<file path="config.mk">
export PLATFORM = sky130hd
export DESIGN_NAME = ct_lsu_dcache_dirty_array_pcfg
export DESIGN_NICKNAME = d
export VERILOG_FILES = /design/src/rtl/ct_lsu_dcache_dirty_array_pcfg.sv
export SDC_FILE = /design/constraint.sdc
export NUM_CORES = 2
export LEC_CHECK = 0
export CORE_ASPECT_RATIO = 1.25
export CORE_MARGIN = 2
export CORE_UTILIZATION = 63
export DETAILED_ROUTE_END_ITERATION = 8
export GPL_TIMING_DRIVEN = 1
export PLACE_DENSITY = 0.76
export SLEW_MARGIN = 10
export SYNTH_ARGS = -nofsm -noshare
export SYNTH_HDL_FRONTEND = slang
export SYNTH_SLANG_ARGS = --single-unit
</file>
<file path="constraint.sdc">
create_clock -name forever_cpuclk -period 34.1 [get_ports forever_cpuclk]
set_input_delay 8.525 -clock forever_cpuclk [delete_from_list [all_inputs] [get_ports forever_cpuclk]]
set_output_delay 8.525 -clock forever_cpuclk [all_outputs]
set_load 0.005 [all_outputs]
</file>
<file path="src/rtl/ct_lsu_dcache_dirty_array_pcfg.sv">
// Purpose: parametrised dcache dirty-bit array with a bit-masked write, a registered read and a hardware clear sweep.
// Latency: read data and rd_vld appear one cycle after the access; a clear sweep takes DEPTH cycles.
// Backpressure: none; while dirty_busy=1 every access is dropped, so the requester must hold off.
//
// Ports:
//   forever_cpuclk / cpurst_b                 : free-running clock, synchronous active-low reset
//   pad_yy_icg_scan_en / cp0_lsu_icg_en       : clock-gate overrides (scan, module-level force-on)
//   dirty_gateclk_en                          : local clock enable from the requester
//   dirty_sel_b / dirty_gwen_b                : select (active low), 0 = write / 1 = read
//   dirty_wen_b / dirty_din / dirty_idx       : per-bit write enable (active low), write data, index
//   dirty_clr_req                             : pulse requesting a clear of the whole array
//   dirty_dout / dirty_rd_vld                 : registered read data and its one-cycle strobe
//   dirty_busy / dirty_clr_done               : sweep in progress, pulse after the final sweep write
module ct_lsu_dcache_dirty_array_pcfg #(
    parameter int WIDTH         = 7,
    parameter int DEPTH         = 512,
    parameter int IDX_W         = 9,
    parameter int INIT_ON_RESET = 1
) (
    input  logic             forever_cpuclk,
    input  logic             cpurst_b,
    input  logic             pad_yy_icg_scan_en,
    input  logic             cp0_lsu_icg_en,
    input  logic             dirty_gateclk_en,
    input  logic             dirty_sel_b,
    input  logic             dirty_gwen_b,
    input  logic [WIDTH-1:0] dirty_wen_b,
    input  logic [WIDTH-1:0] dirty_din,
    input  logic [IDX_W-1:0] dirty_idx,
    input  logic             dirty_clr_req,
    output logic [WIDTH-1:0] dirty_dout,
    output logic             dirty_rd_vld,
    output logic             dirty_busy,
    output logic             dirty_clr_done
);

    typedef enum logic {
        S_IDLE = 1'b0,
        S_INIT = 1'b1
    } state_t;

    // One extra bit so DEPTH == 2^IDX_W is representable in the range compare.
    localparam logic [IDX_W:0]   DEPTH_L  = (IDX_W+1)'(DEPTH);
    localparam logic [IDX_W-1:0] LAST_IDX = IDX_W'(DEPTH - 1);

    state_t           r_state;
    state_t           w_state_nxt;
    logic [IDX_W-1:0] r_ptr;
    logic [IDX_W-1:0] w_ptr_nxt;
    logic [WIDTH-1:0] r_mem [DEPTH];
    logic [WIDTH-1:0] r_dout;
    logic             r_rd_vld;
    logic             r_clr_done;

    logic             w_local_en;
    logic             w_clk_en;
    logic             w_idle;
    logic             w_acc;
    logic             w_in_range;
    logic             w_rd;
    logic             w_wr;
    logic             w_last;
    logic             w_mem_we;
    logic [IDX_W-1:0] w_mem_widx;
    logic [WIDTH-1:0] w_mem_wdat;

    // Clock gate modelled as a synchronous enable on every flop. The reset
    // term keeps the clock alive so the synchronous reset always lands; scan
    // and the module-level enable force the clock on, as in the gate cell.
    assign w_local_en = dirty_gateclk_en | dirty_busy | dirty_clr_req | ~cpurst_b;
    assign w_clk_en   = w_local_en | cp0_lsu_icg_en | pad_yy_icg_scan_en;

    assign w_idle     = (r_state == S_IDLE);
    assign w_acc      = w_clk_en & cpurst_b & w_idle & ~dirty_sel_b;
    assign w_in_range = ({1'b0, dirty_idx} < DEPTH_L);
    // Out-of-range reads still strobe rd_vld (and return zero); out-of-range writes are dropped.
    assign w_rd       = w_acc & dirty_gwen_b;
    assign w_wr       = w_acc & ~dirty_gwen_b & w_in_range;
    assign w_last     = (r_ptr == LAST_IDX);

    // Next-state logic. A clear request in IDLE only moves the FSM; any access
    // in that same cycle still completes because w_acc looks at the current state.
    always_comb begin
        w_state_nxt = r_state;
        w_ptr_nxt   = r_ptr;
        case (r_state)
            S_IDLE: begin
                if (dirty_clr_req) begin
                    w_state_nxt = S_INIT;
                    w_ptr_nxt   = '0;
                end
            end
            S_INIT: begin
                if (w_last) begin
                    w_state_nxt = S_IDLE;
                    w_ptr_nxt   = '0;
                end else begin
                    w_ptr_nxt   = r_ptr + IDX_W'(1);
                end
            end
            default: begin
                w_state_nxt = S_IDLE;
                w_ptr_nxt   = '0;
            end
        endcase
    end

    // Single write port shared between the sweep and requester writes; the
    // two are mutually exclusive by FSM state.
    always_comb begin
        w_mem_we   = 1'b0;
        w_mem_widx = dirty_idx;
        w_mem_wdat = (r_mem[dirty_idx] & dirty_wen_b) | (dirty_din & ~dirty_wen_b);
        if (w_clk_en && cpurst_b) begin
            if (!w_idle) begin
                w_mem_we   = 1'b1;
                w_mem_widx = r_ptr;
                w_mem_wdat = '0;
            end else if (w_wr) begin
                w_mem_we   = 1'b1;
            end
        end
    end

    // Array contents are not reset; only the sweep clears them.
    always_ff @(posedge forever_cpuclk) begin
        if (w_mem_we) begin
            r_mem[w_mem_widx] <= w_mem_wdat;
        end
    end

    always_ff @(posedge forever_cpuclk) begin
        if (!cpurst_b) begin
            r_state    <= (INIT_ON_RESET != 0) ? S_INIT : S_IDLE;
            r_ptr      <= '0;
            r_dout     <= '0;
            r_rd_vld   <= 1'b0;
            r_clr_done <= 1'b0;
        end else if (w_clk_en) begin
            r_state    <= w_state_nxt;
            r_ptr      <= w_ptr_nxt;
            r_rd_vld   <= w_rd;
            // Set on the edge that performs the final sweep write, so the
            // pulse coincides with busy falling.
            r_clr_done <= ~w_idle & w_last;
            if (w_rd) begin
                r_dout <= w_in_range ? r_mem[dirty_idx] : '0;
            end
        end
    end

    assign dirty_dout     = r_dout;
    assign dirty_rd_vld   = r_rd_vld;
    assign dirty_busy     = (r_state == S_INIT);
    assign dirty_clr_done = r_clr_done;

endmodule
</file>
After elaboration in Yosys (flattened, before gate mapping)
Memories as Yosys holds them, arrays and structs flattened.
Index checks and enable logic that the tools add are counted.
{"block": "word_totals", "inputBits": 31, "mem_bits_ro": 0, "ram_bits": 3584, "latch_bits": 0, "regBits": 19, "word_cells": 46, "memories": 1}
{"block": "op_classes", "div_mod_pow": 0, "n_bitwise": 19, "shift": 0, "n_mux": 15, "multipliers": 0, "reduce_logical": 3, "add_sub_neg": 1, "n_lt_le_gt_ge": 0, "eq_ne": 2}
{"name": "r_mem", "depth": 512, "width": 7, "read_ports": 1, "rd_clocked_by_memory_dff": 0, "write_ports": 1, "line": "50", "rtl": "logic [WIDTH-1:0] r_mem [DEPTH];"}
{"operator": "2-to-1 mux 9 bit", "count": 4}
{"operator": "one-hot mux 9 bit (2 select lines)", "count": 1}
{"operator": "bitwise AND 7 bit", "count": 2}
{"operator": "2-to-1 mux 7 bit", "count": 2}
{"operator": "adder 9 x 1 -> 9 bit, second input constant", "count": 1}
{"operator": "equality test 9 bit, second input constant", "count": 1}
{"operator": "2-to-1 mux 1 bit", "count": 7}
{"operator": "inverter 7 bit", "count": 1}
{"operator": "OR 7 bit", "count": 1}
{"operator": "bitwise AND 1 bit", "count": 6}
{"operator": "OR 1 bit", "count": 5}
{"operator": "inverter 1 bit", "count": 4}
{"operator": "AND reduction 2 bit", "count": 2}
{"operator": "!= test 2 bit, second input constant", "count": 1}
{"operator": "one-hot mux 1 bit (2 select lines)", "count": 1}
{"operator": "logical AND 1 bit", "count": 1}

Longest topological paths before layout
{"block": "depth", "word_depth": 14, "depth_mapped": 15, "ltp_nobuf": 8}

Least setup slack after synthesis
Ideal clock, no wire load.
{"block": "synth_timing", "path_type": "input to register", "from": "in dirty_idx[0]", "to": "mem r_mem[0][6] (data pin)", "t_required_ps": 31146, "arrival_time_ps": 24088, "setup_ps": 2954, "stages": 14, "path_slack_ps": 7059, "path_buffers": 6, "cell_sequence": "buf_6 -> buf_12 -> buf_12 -> buf_12 -> buf_12 -> buf_12 -> mux2i_1 -> a221oi_2 -> o21ai_1 -> a41oi_2 -> o21ai_1 -> nor4_2 -> a32oi_1 -> a21oi_1"}
{"block": "synth_via", "elab_chain_len": 5}
{"item": "from (decl)", "line": "29", "rtl": "input logic [IDX_W-1:0] dirty_idx,"}
{"item": "memory read (512 x 7 bit) *"}
{"item": "bitwise AND 7 bit *", "line": "113", "rtl": "w_mem_wdat = (r_mem[dirty_idx] & dirty_wen_b) | (dirty_din & ~dirty_wen_b);"}
{"item": "OR 7 bit *", "line": "113"}
{"item": "2-to-1 mux 7 bit", "line": "115", "rtl": "if (!w_idle) begin"}
{"item": "2-to-1 mux 7 bit *", "line": "114", "rtl": "if (w_clk_en && cpurst_b) begin"}
{"item": "named net w_mem_wdat[6]", "line": "65", "rtl": "logic [WIDTH-1:0] w_mem_wdat;"}
{"item": "to (decl)", "line": "50"}
The timed path passes the listed nets; every way through them passes the cells marked *.

Final worst setup path
{"block": "layout_timing", "from": "in dirty_idx[0]", "to": "mem r_mem[324][6] (data pin)"}
Same word-level chain as after synthesis.

==> metrics <==
area grow syn2layout=9.40%; CP dominant cell by count=buf_4; Critical Path RT=34610 ps; ANT nets after route=0; Fmax=between 50 and 60 MHz; IO Pins=slightly above 40; WS Path Type=input port to flop; leakage=roughly 50 nW; initial antenna violation count=12; hold path depth=1; DRC Markers=0; crit path capture type=flop; Final min period=17030 ps; Worst slew margin=roughly 1.3%; final period utilization=~50%; CTS Sinks=between 3000 and 4000; max-cap violations=1; Initial Utilization=a little under two thirds; Cell variety after synth=75; Post-DP HPWL=213000 um; final hold violation count=0; # port buffers=40; maximum vdd ir drop=approximately 0.054 mV; Nets=slightly above 7000; Cell Count, Final, Fillers Out=10400; overall routing resource usage=between 30% and 40%; Reg clk slew, reported paths=~60 ps; Worst EP arrival=about 18000 ps; Final Slew Violations=0; final setup violation count=0; DRT Pass-1 Iters=6; Seq/Total Area, Yosys=76.3%; Clock Path Buffers=4; RSZ-0062 raised after global routing=false; Synth Area per Inst=about 20 sq um; First DRT Iteration DRCs=roughly 11000; DP Area=between 100000 and 150000 sq um; cts repair resizes=0; reg2reg end=r_mem[51][2]$_DFFE_PP_; final setup TNS=0 ps; Crit path largest cell delay=about 1100 ps; mapped cell area=around 140000 sq um; R2R cell count=11; Post-Syn Nets=about 7200; WHS Endpoint=dirty_rd_vld$_SDFFE_PN0P_; Clock Skew=45.7 ps; failing checks=capacitance limit; worst hold path type=flop to flop; dpl cells=9816; std cell rows=194; P per Cell Area=roughly 59 nW/um^2; asr flop ratio synth=0%; Congestion Overflow GR=0; Worst-Margin Slew=1470 ps; critical path buffer and inverter count=7; Syn Inst Count=7133; post-CTS setup buffers=0; Slowest-stage cell, CP=nor3_1; vias in the first global route=73600; CTS root buf=clkbuf_16; Die Width=roughly 430 um; H-tree depth=5; total clock buffers created by CTS=331; Synth Flop Type=edfxtp_1; crit path launch type=input port; routability congestion estimate from global placement=between 0.8 and 0.9; Worst path top cell family by delay=buffers and inverters; largest net degree at the start of global routing=about 270; fin area=roughly 150000 sq um; Synth Register Bits=3603; synth warn=0; EDFF count, synth=around 3600; first-pass GRT wire length=approximately 530000 um; CORE AREA=around 220000 sq um; CTS tree=yes; CTS Hold Bufs=0; DR vias/cell=roughly 7; min-delay src=dirty_rd_vld$_SDFFE_PN0P_; cells along the critical path=buf_16 -> buf_4 -> buf_4 -> buf_4 -> buf_4 -> mux2i_1 -> a22o_1 -> a221oi_1 -> a32o_1 -> nor3_1 -> nor3_1 -> a32oi_1 -> a21oi_4 -> buf_4 -> buf_12; final wirelength=approximately 370000 um; clock latency on the worst-skew pair=900 ps; share of cells above drive strength 1=between 10% and 20%; total die area=about 230000 sq um; Die Ht=approximately 530 um; reg-to-reg startpoint=r_mem[6][2]$_DFFE_PP_; reg2reg setup slack=approximately 28000 ps; WL/cell=~36 um; via count=approximately 74000; crit path max fanout=about 220; status=complete, but fails checks
## routing by layer
layer | wire length, um | up-vias | track usage, % | part of all wire, %
met4 | 25400 | 12 | 19.5 | 6.9
li1 | - | 29500 | - | -
met3 | 43900 | 1108 | 7.69 | 12
met2 | 177000 | 5326 | 50.8 | 48
met1 | 124000 | 38100 | 41.5 | 34
met5 | 87 | - | 0 | 0.023
## metrics by stage
stage / setup slack, ps / util, % / power [mW] / hold slack, ps
floorplan: 7060 / - / 5.40 / 451
global placement: 16570 / 64.5 / 5.49 / 442
detailed placement: 16540 / 64.5 / 5.51 / 445
CTS: 17460 / 69.3 / 9.16 / 460
global route: 16890 / 69.3 / 9.34 / 483
finish: 17070 / 69.3 / 9.16 / 454
## power breakdown
group | switching, mW | internal [mW] | leakage (nW)
sequential | 0.00114 | 4.93 | 32.8
clock | 1.60 | 2.13 | 5.20
combinational | 0.359 | 0.137 | 11.6
total | 1.96 | 7.20 | 49.6
## cells in the final DEF (no fill, tap or decap), types with 66 or more instances in the layout
cell	synthesis	final
a22oi_1	313	313
mux4_2	528	528
clkbuf_1	197	66
nand3_1	98	98
o22ai_1	93	93
edfxtp_1	3584	3584
clkinv_1	1	66
a21oi_1	162	159
clkbuf_16	0	339
nand2_1	184	167
nor2_1	596	592
mux2i_1	621	621
buf_4	26	143
mux4_1	79	79
## worst reg2reg max path, delay by kind of cell, from the launching register on
kind	cells	cell delay [ps]
AND/OR/NAND/NOR	2	690
multiplexers	1	240
buffers and inverters	3	2400
flip-flops	1	330
AO/OA/AOI/OAI	5	2080
## final cells by class
| type | instances | area, sq um |
|---|---|---|
| inverter | 8 | 35.0 |
| multi-input combinational | 3069 | 30600 |
| tap | 2940 | 3680 |
| fill | 13200 | 68500 |
| clock buffer | 405 | 8730 |
| antenna | 6 | 15.0 |
| clock inverter | 180 | 1990 |
| timing repair buffer | 196 | 1770 |
| sequential | 3603 | 108000 |
## cell usage after synthesis, types with 9 or more instances
library cell | instances | area [sq um]
clkbuf_1 | 197 | 739
a21oi_1 | 162 | 811
nor3_1 | 41 | 205
o21ai_1 | 10 | 50.1
buf_6 | 65 | 732
nand4_1 | 29 | 181
o221ai_1 | 30 | 263
a32oi_1 | 14 | 123
mux2_2 | 18 | 203
nor2_1 | 596 | 2240
buf_12 | 24 | 480
edfxtp_1 | 3584 | 108000
buf_1 | 15 | 56.3
buf_4 | 26 | 195
buf_8 | 29 | 435
a221oi_1 | 19 | 166
dfxtp_1 | 19 | 380
mux2i_1 | 621 | 6220
o21ai_0 | 29 | 145
or3_1 | 9 | 56.3
nand3_1 | 98 | 490
nor2b_1 | 12 | 75.1
o22ai_1 | 93 | 582
mux4_1 | 79 | 2080
a22o_1 | 9 | 78.8
nand2_1 | 184 | 691
a211oi_1 | 18 | 135
buf_2 | 90 | 450
a31oi_1 | 34 | 213
mux4_2 | 528 | 11900
a22oi_1 | 313 | 2350
and3_1 | 10 | 62.6
## registers in the layout, summed over array words and instances (netlist names)
signal          count
r_mem            3584
r_ptr               9
dirty_rd_vld        1
dirty_dout          7
dirty_clr_done      1
dirty_busy          1
## kinds of logic (layout without fill, tap and decap cells)
group,count (synthesis),in the layout,share of synthesized area [%]
flops,3603,3603,76.3
compound gates,784,784,3.82
mux,1246,1246,14.4
buf+inv,461,789,2.27
xor+xnor,4,4,0.0248
simple gates,1033,1033,3.12
other cells,0,6,0
fa+ha+maj,2,2,0.0177
## how the worst max path moves through the flow
stage / startpoint / to / cells past startpoint
final: dirty_idx[0] / r_mem[324][6]$_DFFE_PP_ / 15
after global routing: dirty_idx[0] / r_mem[324][6]$_DFFE_PP_ / 15
after CTS: dirty_idx[0] / r_mem[323][6]$_DFFE_PP_ / 15
after detailed placement: dirty_idx[0] / r_mem[380][6]$_DFFE_PP_ / 15
after global placement: dirty_idx[0] / r_mem[56][5]$_DFFE_PP_ / 15
after floorplan: dirty_idx[0] / r_mem[0][6]$_DFFE_PP_ / 14
Power figures use the tool's default switching activity.
